<file path="config.mk">
export PLATFORM = sky130hd
export DESIGN_NAME = voxel_stream_loader
export DESIGN_NICKNAME = d
export VERILOG_FILES = /design/src/rtl/voxel_stream_loader_pkg.sv /design/src/rtl/voxel_addr_counter.sv /design/src/rtl/voxel_stream_loader.sv
export SDC_FILE = /design/constraint.sdc
export NUM_CORES = 1
export LEC_CHECK = 0
export BUFFER_PORTS_ARGS = -buffer_cell sky130_fd_sc_hd__buf_4
export CORE_MARGIN = 4
export CORE_UTILIZATION = 52
export DETAILED_ROUTE_END_ITERATION = 16
export GPL_ROUTABILITY_DRIVEN = 1
export PLACE_DENSITY = 0.74
export SYNTH_ARGS = -nofsm -noshare
export SYNTH_HDL_FRONTEND = slang
export SYNTH_SLANG_ARGS = --single-unit
</file>
<file path="constraint.sdc">
create_clock -name clk_in -period 1.9 [get_ports clk_in]
set_input_delay 0 -clock clk_in [delete_from_list [all_inputs] [get_ports clk_in]]
set_output_delay 0 -clock clk_in [all_outputs]
set_load 0.02 [all_outputs]
</file>
<file path="src/rtl/voxel_stream_loader_pkg.sv">
// Shared types and defaults for the UART-to-world-cache voxel loader.
package voxel_stream_loader_pkg;

  typedef enum logic [1:0] {
    LD_IDLE,
    LD_LOAD,
    LD_CHECK
  } LoaderState;

  localparam logic [7:0] LOADER_SYNC_BYTE = 8'hA5;

endpackage

</file>
<file path="src/rtl/voxel_addr_counter.sv">
// Nested x/y/z wrap counter (x fastest, z slowest); last_o flags the final block of a sweep.
module voxel_addr_counter #(
  parameter int unsigned SIZE_X = 64,
  parameter int unsigned SIZE_Y = 64,
  parameter int unsigned SIZE_Z = 16
) (
  input  logic                      clk_in,
  input  logic                      rst_in,
  input  logic                      clear_i,
  input  logic                      step_i,
  output logic [$clog2(SIZE_X)-1:0] x_o,
  output logic [$clog2(SIZE_Y)-1:0] y_o,
  output logic [$clog2(SIZE_Z)-1:0] z_o,
  output logic                      last_o
);

  localparam int unsigned XW = $clog2(SIZE_X);
  localparam int unsigned YW = $clog2(SIZE_Y);
  localparam int unsigned ZW = $clog2(SIZE_Z);

  logic [XW-1:0] x_q, x_d;
  logic [YW-1:0] y_q, y_d;
  logic [ZW-1:0] z_q, z_d;
  logic          x_wrap, y_wrap, z_wrap;

  assign x_wrap = (x_q == XW'(SIZE_X - 1));
  assign y_wrap = (y_q == YW'(SIZE_Y - 1));
  assign z_wrap = (z_q == ZW'(SIZE_Z - 1));

  always_comb begin
    x_d = x_q;
    y_d = y_q;
    z_d = z_q;
    if (clear_i) begin
      x_d = '0;
      y_d = '0;
      z_d = '0;
    end else if (step_i) begin
      if (x_wrap) begin
        x_d = '0;
        if (y_wrap) begin
          y_d = '0;
          z_d = z_wrap ? '0 : z_q + 1'b1;
        end else begin
          y_d = y_q + 1'b1;
        end
      end else begin
        x_d = x_q + 1'b1;
      end
    end
  end

  always_ff @(posedge clk_in) begin
    if (rst_in) begin
      x_q <= '0;
      y_q <= '0;
      z_q <= '0;
    end else begin
      x_q <= x_d;
      y_q <= y_d;
      z_q <= z_d;
    end
  end

  assign x_o    = x_q;
  assign y_o    = y_q;
  assign z_o    = z_q;
  assign last_o = x_wrap && y_wrap && z_wrap;

endmodule

</file>
<file path="src/rtl/voxel_stream_loader.sv">
// Frames the UART byte stream into voxel cache writes, validating sync, XOR checksum and idle timeout.
module voxel_stream_loader
  import voxel_stream_loader_pkg::*;
#(
  parameter int unsigned SIZE_X         = 64,
  parameter int unsigned SIZE_Y         = 64,
  parameter int unsigned SIZE_Z         = 16,
  parameter int unsigned BLOCK_BITS     = 5,
  parameter logic [7:0]  SYNC_BYTE      = LOADER_SYNC_BYTE,
  parameter int unsigned TIMEOUT_CYCLES = 100_000
) (
  input  logic                      clk_in,
  input  logic                      rst_in,
  input  logic [7:0]                byte_in,
  input  logic                      byte_valid,
  output logic                      wr_en,
  output logic [$clog2(SIZE_X)-1:0] wr_x,
  output logic [$clog2(SIZE_Y)-1:0] wr_y,
  output logic [$clog2(SIZE_Z)-1:0] wr_z,
  output logic [BLOCK_BITS-1:0]     wr_data,
  output logic                      busy,
  output logic                      loaded,
  output logic                      frame_done,
  output logic                      frame_error
);

  localparam int unsigned XW = $clog2(SIZE_X);
  localparam int unsigned YW = $clog2(SIZE_Y);
  localparam int unsigned ZW = $clog2(SIZE_Z);
  localparam int unsigned TW = $clog2(TIMEOUT_CYCLES);

  if (BLOCK_BITS < 1 || BLOCK_BITS > 8) begin : g_bad_block_bits
    $error("voxel_stream_loader: BLOCK_BITS must be in 1..8");
  end
  if (TIMEOUT_CYCLES < 2) begin : g_bad_timeout
    $error("voxel_stream_loader: TIMEOUT_CYCLES must be >= 2");
  end

  LoaderState            state_q, state_d;
  logic [7:0]            chk_q, chk_d;
  logic [TW-1:0]         tmr_q, tmr_d;
  logic                  wr_en_q, wr_en_d;
  logic [XW-1:0]         wr_x_q, wr_x_d;
  logic [YW-1:0]         wr_y_q, wr_y_d;
  logic [ZW-1:0]         wr_z_q, wr_z_d;
  logic [BLOCK_BITS-1:0] wr_data_q, wr_data_d;
  logic                  loaded_q, loaded_d;
  logic                  done_q, done_d;
  logic                  err_q, err_d;

  logic                  cnt_clear, cnt_step, cnt_last;
  logic [XW-1:0]         cnt_x;
  logic [YW-1:0]         cnt_y;
  logic [ZW-1:0]         cnt_z;

  voxel_addr_counter #(
    .SIZE_X(SIZE_X),
    .SIZE_Y(SIZE_Y),
    .SIZE_Z(SIZE_Z)
  ) u_addr (
    .clk_in (clk_in),
    .rst_in (rst_in),
    .clear_i(cnt_clear),
    .step_i (cnt_step),
    .x_o    (cnt_x),
    .y_o    (cnt_y),
    .z_o    (cnt_z),
    .last_o (cnt_last)
  );

  always_comb begin
    state_d   = state_q;
    chk_d     = chk_q;
    tmr_d     = tmr_q;
    wr_en_d   = 1'b0;
    wr_x_d    = wr_x_q;
    wr_y_d    = wr_y_q;
    wr_z_d    = wr_z_q;
    wr_data_d = wr_data_q;
    loaded_d  = loaded_q;
    done_d    = 1'b0;
    err_d     = 1'b0;
    cnt_clear = 1'b0;
    cnt_step  = 1'b0;

    unique case (state_q)
      LD_IDLE: begin
        if (byte_valid && byte_in == SYNC_BYTE) begin
          state_d   = LD_LOAD;
          chk_d     = '0;
          tmr_d     = '0;
          cnt_clear = 1'b1;
        end
      end
      LD_LOAD: begin
        if (byte_valid) begin
          wr_en_d   = 1'b1;
          wr_x_d    = cnt_x;
          wr_y_d    = cnt_y;
          wr_z_d    = cnt_z;
          wr_data_d = byte_in[BLOCK_BITS-1:0];
          chk_d     = chk_q ^ byte_in;
          tmr_d     = '0;
          cnt_step  = 1'b1;
          if (cnt_last) state_d = LD_CHECK;
        end
      end
      LD_CHECK: begin
        if (byte_valid) begin
          if (byte_in == chk_q) begin
            done_d   = 1'b1;
            loaded_d = 1'b1;
          end else begin
            err_d = 1'b1;
          end
          tmr_d   = '0;
          state_d = LD_IDLE;
        end
      end
      default: state_d = LD_IDLE;
    endcase

    // Idle-cycle watchdog for an open frame; any byte_valid above already cleared it.
    if (state_q != LD_IDLE && !byte_valid) begin
      if (tmr_q == TW'(TIMEOUT_CYCLES - 1)) begin
        err_d     = 1'b1;
        tmr_d     = '0;
        cnt_clear = 1'b1;
        state_d   = LD_IDLE;
      end else begin
        tmr_d = tmr_q + 1'b1;
      end
    end
  end

  always_ff @(posedge clk_in) begin
    if (rst_in) begin
      state_q   <= LD_IDLE;
      chk_q     <= '0;
      tmr_q     <= '0;
      wr_en_q   <= 1'b0;
      wr_x_q    <= '0;
      wr_y_q    <= '0;
      wr_z_q    <= '0;
      wr_data_q <= '0;
      loaded_q  <= 1'b0;
      done_q    <= 1'b0;
      err_q     <= 1'b0;
    end else begin
      state_q   <= state_d;
      chk_q     <= chk_d;
      tmr_q     <= tmr_d;
      wr_en_q   <= wr_en_d;
      wr_x_q    <= wr_x_d;
      wr_y_q    <= wr_y_d;
      wr_z_q    <= wr_z_d;
      wr_data_q <= wr_data_d;
      loaded_q  <= loaded_d;
      done_q    <= done_d;
      err_q     <= err_d;
    end
  end

  assign wr_en       = wr_en_q;
  assign wr_x        = wr_x_q;
  assign wr_y        = wr_y_q;
  assign wr_z        = wr_z_q;
  assign wr_data     = wr_data_q;
  assign busy        = (state_q != LD_IDLE);
  assign loaded      = loaded_q;
  assign frame_done  = done_q;
  assign frame_error = err_q;

endmodule

</file>
# Word level (Yosys, flattened, before mapping)
# Cells that the tools add are included.
word_totals:
  latch_bits: 0
  mem_count: 0
  mem_bits_rw: 0
  rom_bits: 0
  ff_bits: 68
op_classes:
  shift: 0
  muxes: 30
  n_div: 0
  n_lt_le_gt_ge: 0
  bitwise: 3
  n_reduce_logical: 18
  n_eq_ne: 12
  addsub: 4
  n_mul: 0
ops:
  columns: ["operator", "count"]
  rows:
  - ["$mux W17", 4]
  - ["$pmux W17 S2", 1]
  - ["$add A17 B1 Y17 const B", 1]
  - ["$eq A17 B17 Y1 const B", 1]
  - ["$mux W8", 2]
  - ["$pmux W8 S2", 1]
  - ["$add A6 B1 Y6 const B", 2]
  - ["$eq A6 B6 Y1 const B", 2]
  - ["$mux W1", 12]
  - ["$mux W2", 6]
  - ["$mux W6", 2]
  - ["$reduce_and A3 Y1", 4]
  - ["$eq A8 B8 Y1", 1]
  - ["$eq A8 B8 Y1 const B", 1]
  - ["$xor A8 B8 Y8", 1]
  - ["$pmux W2 S3", 1]
  - ["$add A4 B1 Y4 const B", 1]
  - ["$eq A4 B4 Y1 const B", 1]
  - ["$logic_and A1 B1 Y1", 4]
  - ["$mux W4", 1]
  - ["$ne A2 B2 Y1 const B", 2]
  - ["$reduce_and A2 Y1", 2]
  - ["$reduce_bool A2 Y1", 2]
  - ["$reduce_or A2 Y1", 2]
  - ["other kinds (9)", 10]

# Longest topological paths before layout
# Gate-level depths: netlist of the first run.
logic_depth:
  depth_word: 8
  ltp_mapped: 9
  depth_no_buf: 7

# Cells and area by module
# Synthesis of the first run repeated with hierarchy kept, for this count alone.
unflattened:
  cells_unflattened: 391
  hier_area_um2: 3229.3
modules_own_cells:
  columns: ["module", "area_per_inst_um2", "cells_each", "instances"]
  rows:
  - ["voxel_stream_loader", 2453.6, 304, 1]
  - ["voxel_addr_counter", 775.7, 87, 1]

# Worst setup path after synthesis of the first run
# Ideal clock, no wire load.
synth_path:
  kind: "reg-to-reg"
  start: "register tmr_q[5]"
  end: "register u_addr.y_q[4], in the netlist u_addr.y_o[4]"
  setup_slack_ps: -10
  path_buffers: 1
  setup_time_ps: 115
  path_stages_with_launch: 7
  arrival_time_ps: 1795
  synth_period_minus_slack_ps: 1910
  required_ps: 1785
  cell_sequence: "dfxtp_1 or4b_4 nor4_4 and3_4 a311o_4 buf_6 nor2_1"
synth_between:
  elab_chain_len: 4
synth_lines:
  columns: ["item", "line_no", "text"]
  rows:
  - ["from (decl)", "voxel_stream_loader.sv:41", "logic [TW-1:0] tmr_q, tmr_d;"]
  - ["from (signal assigned)", "voxel_stream_loader.sv:152", "tmr_q <= tmr_d;"]
  - ["$eq A17 B17 Y1", "voxel_stream_loader.sv:125", "if (tmr_q == TW'(TIMEOUT_CYCLES - 1)) begin"]
  - ["$mux W1", "voxel_stream_loader.sv:125", null]
  - ["$mux W1", "voxel_stream_loader.sv:124", "if (state_q != LD_IDLE && !byte_valid) begin"]
  - ["$reduce_or A2 Y1 (no line)", null, null]
  - ["to (signal assigned)", "voxel_addr_counter.sv:60", "y_q <= y_d;"]
  - ["to (decl)", "voxel_addr_counter.sv:22", "logic [YW-1:0] y_q, y_d;"]
# Every way passes these cells.
# A chain may end at the register's enable or synchronous reset.

# Worst setup path after layout of the first run
layout_path:
  start: "register tmr_q[11]"
  end: "register u_addr.y_q[5], in the netlist u_addr.y_o[5]"
# Same word-level chain as after synthesis.

==> impl_metrics.yaml, run 1 <==
run_status:
  status: "finished, violations left"
  violations: "setup timing"
setup_path:
  crit_start: "tmr_q[11]"
  crit_fanout: 8
  critical_path_buf_inv_count: 1
  path_cells: "or4b_4, nor4_4, buf_4, and3_4, a311o_4, nor3_1"
  cp_top_family: "simple AND/OR/NAND/NOR gates"
  worstSetupPathType: "flop to flop"
  crit_required_ns: 2.13
  r2r-start: "tmr_q[11]"
  max_stage_delay_ns: 0.54
  cp.arrival_ns: 2.19
  start_kind: "flop"
  crit_path_top_delay_cell: "or4b_4"
  endpoint_kind: "flop"
yosys:
  postSynthCellCount: 372
  synth_adder_area_share_pct: 3.14
  synth-xor-area-share_pct: 5.22
  yosys.area.top_type: "dfxtp_1"
  synth_simple_gate_area_share_pct: 25.4
  synth_area_per_cell_sq_um: 8.57
  seq_area_frac_synth_pct: 42.7
  synth_area_sq_um: 3190
  synth-compound-area-share_pct: 16.5
  ys_seq_elements: 68
  syn-num-nets: 391
  synth_top_area_share_pct: 42.7
  yosysWarningCount: 0
  synth_mux_area_share_pct: 2.24
  synth_top_family_by_area: "simple AND/OR/NAND/NOR gates"
  synth-async-reset-ratio_pct: 0
  synth_top_cells_by_area: "dfxtp_1 (43%), nand2_1 (6.7%), a21oi_1 (6.6%), xor2_1 (4.1%), nor2_1 (3.7%)"
  synth_cell_type_count: 52
  synthFlopType: "dfxtp_1"
  synth-edff-count: 0
layout:
  seqCellArea_sq_um: 1370
  fillers: 472
  final_cell_mix: "buf_4 (68), dfxtp_1 (65), nand2_1 (57), a21oi_1 (41), nor2_1 (27)"
  n_antenna_cell: 0
  layout-drive-gt1-share_pct: 25.4
  final_common_cell: "buf_4"
  final_util_pct: 68.2
  final_nets: 462
  multi_input_comb_area_sq_um: 1720
  syn2layout_area_growth_pct: 26.6
floorplanning:
  start_util_pct: 53.8
  dieArea_sq_um: 7450
  io_pins: 37
  core-area_sq_um: 5920
  dieWidth_um: 86.3
  die_height_um: 86.3
  rows: 28
sta:
  fin_crit_sh_pct: 103
  clock-skew-final_ns: 0.0104
  worst_pin_slew_ns: 0.513
  hold_violations: 0
  fmax_mhz: 510
  rsz0062_at_grt: "yes"
  finalSetupViolations: 21
  holdWs_ns: 0.0136
  setup_ws_ns: -0.0593
  maxSlewViolCount: 0
  slew_headroom_pct: 65.5
  fin_crit_ns: 1.96
pwr:
  clkPwrFrac_pct: 44.9
  comb_power_share_pct: 3.6
  powerDensity_nw_per_um2: 685
  p_leak_uw: 0.00157
  p_sw_share_pct: 24.3
  p_seq_share_pct: 51.5
  internal-power_uw: 2090
  ir_worst_vdd_uv: 515
  switchingPower_uw: 671
detailed_routing:
  num_vias: 2862
  drt_wl_total_um: 7500
  drc: 0
  vias_per_cell: 5.47
  drtAntennaViolNets: 0
  dr.pass1.iters: 4
  wire_per_inst_um: 14.3
  detailedRoute.firstIterationViolations: 103
cts:
  cts_root_buf: "clkbuf_8"
  clk_latency_ns: 0.35
  htree_levels: 3
  cts.sinks: 68
  clk_pin_slew_ns: 0.09
  ctsLongestPathBuffers: 2
  numCtsBuffers: 9
  cts_tree: "done"
worst_hold_path:
  min_from: "byte_in[6]"
  hp-class: "input pin to flop"
global_route:
  grt_max_degree: 41
  grt_pass1_wl_um: 13100
  grt_pass1_vias: 2838
  antenna_found_initial: 0
  grt_overflow: 0
  grtUsageTotal_pct: 21.7
run:
  drv_cap: 0
placement:
  gp_congestion: 0.818
  hpwl_um: 5190
  port_buffers: 36
==> state kept, by name, indices dropped and copies added (netlist names) <==
| signal | cells |
|---|---|
| wr_z | 4 |
| frame_error | 1 |
| wr_data | 5 |
| wr_y | 6 |
| state_q | 2 |
| chk_q | 8 |
| wr_en | 1 |
| u_addr.z_o | 4 |
| frame_done | 1 |
| loaded | 1 |
| u_addr.y_o | 6 |
| tmr_q | 17 |
| wr_x | 6 |
| u_addr.x_o | 6 |
==> Yosys cell counts (all sizes together) (5+ instances only) <==
| library cell | n |
|---|---|
| a21oi | 42 |
| a22o | 6 |
| a31oi | 8 |
| buf | 8 |
| clkbuf | 11 |
| dfxtp | 68 |
| ha | 8 |
| inv | 7 |
| mux2i | 6 |
| nand2 | 57 |
| nand3 | 14 |
| nand4 | 10 |
| nor2 | 32 |
| nor3 | 11 |
| o21ai | 11 |
| or3 | 5 |
| xor2 | 15 |
==> worst min-delay path, delay by kind of cell <==
kind / cells / cell delay [ns]
AOI/OAI and AO/OA: 2 / 0.19
buffers and inverters: 1 / 0.13
==> cells by family after synthesis <==
kind of cell    count (synthesis)
mux                             7
xor+xnor                       19
flops                          68
buf+inv                        26
simple gates                  159
fa+ha+maj                       8
compound gates                 85
==> final timing paths <==
check,to,slack (ns),depth (start not counted)
max,u_addr.y_o[5],-0.06,6
min,chk_q[6],0.01,3
max reg2reg,u_addr.y_o[5],-0.06,6
min reg2reg,loaded,0.45,2
==> power by group through the flow <==
stage / clock network (uW) / registers, uW / logic, uW
floorplan: 0 / 1460 / 49.4
global placement: 0 / 1460 / 82.2
detailed placement: 0 / 1460 / 83.7
CTS: 1260 / 1420 / 97.8
global route: 1320 / 1420 / 109
finish: 1240 / 1420 / 100
==> cell type report <==
class,instances,area share (%)
Timing Repair Buffer,78,15.4
Inverter,7,0.651
Tap cell,75,2.33
Clock buffer,9,3.07
Clock inverter,7,2.02
Sequential cell,68,33.8
Multi-Input combinational cell,279,42.7
==> routing by layer <==
metal  GRT usage (%)  up-vias  routed length [um]
li1                -     1472                   -
met1            28.7     1328                3410
met2            35.5       53                3710
met3            3.42        9                 264
met4            8.78        0                 112
met5               0        -                   0
==> stage by stage <==
stage               area (sq um)  power (uW)  setup WS, ns  cells  setup TNS, ns
finish                      4040        2760       -0.0593    523         -0.684
CTS                         3990        2780       -0.0744    523         -0.269
detailed placement          3700        1540       -0.0668    498         -0.432
global placement            3700        1540       -0.0320    498        -0.0910
floorplan                   3190        1510       0.00507    372              0
global route                4040        2850        -0.119    523          -1.83
==> timing repair <==
action,4_1_cts,5_1_grt
gates cloned,1,0
pin swaps,2,11
hold buffers,7,0
setup buffers,1,1
setup endpoints to repair,22,32
resized for setup,1,16
endpoints found under the hold margin,11,0
Power figures use the tool's default switching activity.
==> run 2: changes to the inputs <==
--- a/config.mk
+++ b/config.mk
@@ -12,3 +12,5 @@
 export GPL_ROUTABILITY_DRIVEN = 1
+export GPL_TIMING_DRIVEN = 0
 export PLACE_DENSITY = 0.74
+export RECOVER_POWER = 50
 export SYNTH_ARGS = -nofsm -noshare
==> constraint.sdc (replaced) <==
create_clock -name clk_in -period 1.9 [get_ports clk_in]
set_input_delay 0.19 -clock clk_in [delete_from_list [all_inputs] [get_ports clk_in]]
set_output_delay 0.19 -clock clk_in [all_outputs]
set_load 0.02 [all_outputs]
==> impl_metrics.yaml, run 2 (same netlist as run 1, synthesis figures left out) <==
layout:
  final_nets: 453
  top_regs: "tmr_q x17, chk_q x8"
  n_antenna_cell: 0
  final_util_pct: 66.6
  multi_input_comb_area_sq_um: 1790
  syn2layout_area_growth_pct: 23.7
  largest_register_ffs: 17
  final_cell_mix: "dfxtp_1 (59), nand2_1 (56), a21oi_1 (36), clkbuf_1 (30), buf_4 (25)"
  fillers: 526
  seqCellArea_sq_um: 1380
  final_common_cell: "dfxtp_1"
  final_area_sq_um: 3940
  regMostFlops: "tmr_q"
  layout-drive-gt1-share_pct: 23.7
cts:
  clk_latency_ns: 0.35
  ctsLongestPathBuffers: 2
  numCtsBuffers: 9
  cts.sinks: 68
  htree_levels: 3
  cts_root_buf: "clkbuf_8"
  cts_tree: "done"
  clk_pin_slew_ns: 0.08
detailed_routing:
  wire_per_inst_um: 15.7
  detailedRoute.firstIterationViolations: 158
  drc: 0
  dr.pass1.iters: 4
  drtAntennaViolNets: 0
  drt_wl_total_um: 8090
  vias_per_cell: 5.69
  num_vias: 2924
pwr:
  internal-power_uw: 2110
  comb_power_share_pct: 4.0
  clkPwrFrac_pct: 44.3
  p_sw_share_pct: 23.3
  switchingPower_uw: 639
  ir_worst_vdd_uv: 488
  p_seq_share_pct: 51.7
  p_leak_uw: 0.00144
  power_uw: 2740
  powerDensity_nw_per_um2: 696
worst_hold_path:
  hold_path_end: "wr_data[2]"
  hp-class: "input pin to flop"
  hold-path-cell-count: 3
  min_from: "byte_in[2]"
run_status:
  status: "finished, violations left"
  violations: "setup timing"
floorplanning:
  dieArea_sq_um: 7450
  die_height_um: 86.3
  dieWidth_um: 86.3
  core-area_sq_um: 5920
  start_util_pct: 53.8
  rows: 28
  io_pins: 37
global_route:
  grt_pass1_vias: 2799
  antenna_found_initial: 0
  grt_max_degree: 13
  grt_pass1_wl_um: 12600
  grt_overflow: 0
  grtUsageTotal_pct: 21.3
sta:
  finalSetupViolations: 33
  slew_headroom_pct: 62.7
  maxSlewViolCount: 0
  hold_violations: 0
  worst_pin_slew_ns: 0.559
  fin_crit_ns: 2.02
  clock-skew-final_ns: 0.0152
  setup_ws_ns: -0.119
  fmax_mhz: 495
  fin_crit_sh_pct: 106
  rsz0062_at_grt: "yes"
placement:
  place_area_sq_um: 3550
  hpwl_um: 5240
  port_buffers: 36
  gp_congestion: 0.894
  dp_slack_ns: -0.382
setup_path:
  worstSetupPathType: "flop to flop"
  reg2reg_depth: 6
  cp.arrival_ns: 2.27
  start_kind: "flop"
  crit_fanout: 7
  endpoint_kind: "flop"
  r2r_end: "tmr_q[7]"
  r2r-start: "tmr_q[11]"
  r2r_slack_ns: -0.12
  crit_required_ns: 2.15
run:
  drv_cap: 0
run 2: critical path, cell delays in order, from the launching register on:
cell	delay, ns
dfxtp_4	0.35
or4b_4	0.54
nor4_4	0.39
buf_4	0.19
nor2_4	0.06
a21o_1	0.18
a22o_1	0.20
run 2: worst max-delay path by stage:
| stage | from | end | slack [ns] | depth (start not counted) |
|---|---|---|---|---|
| 2_1_floorplan | state_q[0] | tmr_q[16] | 0.005 | 8 |
| 3_3_place_gp | state_q[1] | wr_x[5] | -0.33 | 8 |
| 3_5_place_dp | state_q[1] | wr_x[5] | -0.38 | 8 |
| 4_1_cts | tmr_q[6] | tmr_q[0] | -0.10 | 6 |
| 5_1_grt | tmr_q[11] | tmr_q[15] | -0.20 | 7 |
| 6_report | tmr_q[11] | tmr_q[7] | -0.12 | 6 |
run 2: layout make-up:
class                           instances  share of cell area, %
Tap cell                               75                   2.38
Clock buffer                           10                   3.49
Multi-Input combinational cell        278                   45.5
Timing Repair Buffer                   52                   7.90
Clock inverter                          6                   1.62
Inverter                                7                  0.667
Sequential cell                        68                   35.0
Buffer                                 18                   3.40
run 2: metrics by stage:
stage,hold WS [ns],TNS (ns),std cells
floorplan,0.326,0,372
global placement,0.439,-9.88,483
detailed placement,0.448,-11.58,483
CTS,0.110,-2.64,508
global route,0.121,-5.09,514
finish,0.125,-2.75,514
run 2: repair_timing:
action / in CTS / in global routing
hold buffers: 0 / 0
gates resized for setup: 25 / 35
pin swaps: 14 / 9
hold endpoints to repair: 0 / 0
endpoints found under the setup margin: 55 / 39
buffers inserted: 8 / 6
gates cloned: 2 / 0
run 2: routing by layer:
metal | GRT usage, % | share of wire, % | routed length [um] | vias to the layer above
met5 | 0 | 0 | 0 | -
met4 | 11.0 | 1.8 | 147 | 0
met3 | 4.66 | 3.0 | 245 | 13
met2 | 35.6 | 51 | 4130 | 46
met1 | 25.8 | 44 | 3570 | 1414
li1 | - | - | - | 1451
run 2: power groups by stage:
stage,Combinational [uW],Clock [uW],Sequential (uW)
finish,110,1210,1420
detailed placement,92.8,0,1460
global route,117,1290,1420
floorplan,49.4,0,1460
CTS,104,1230,1420
global placement,91.9,0,1460
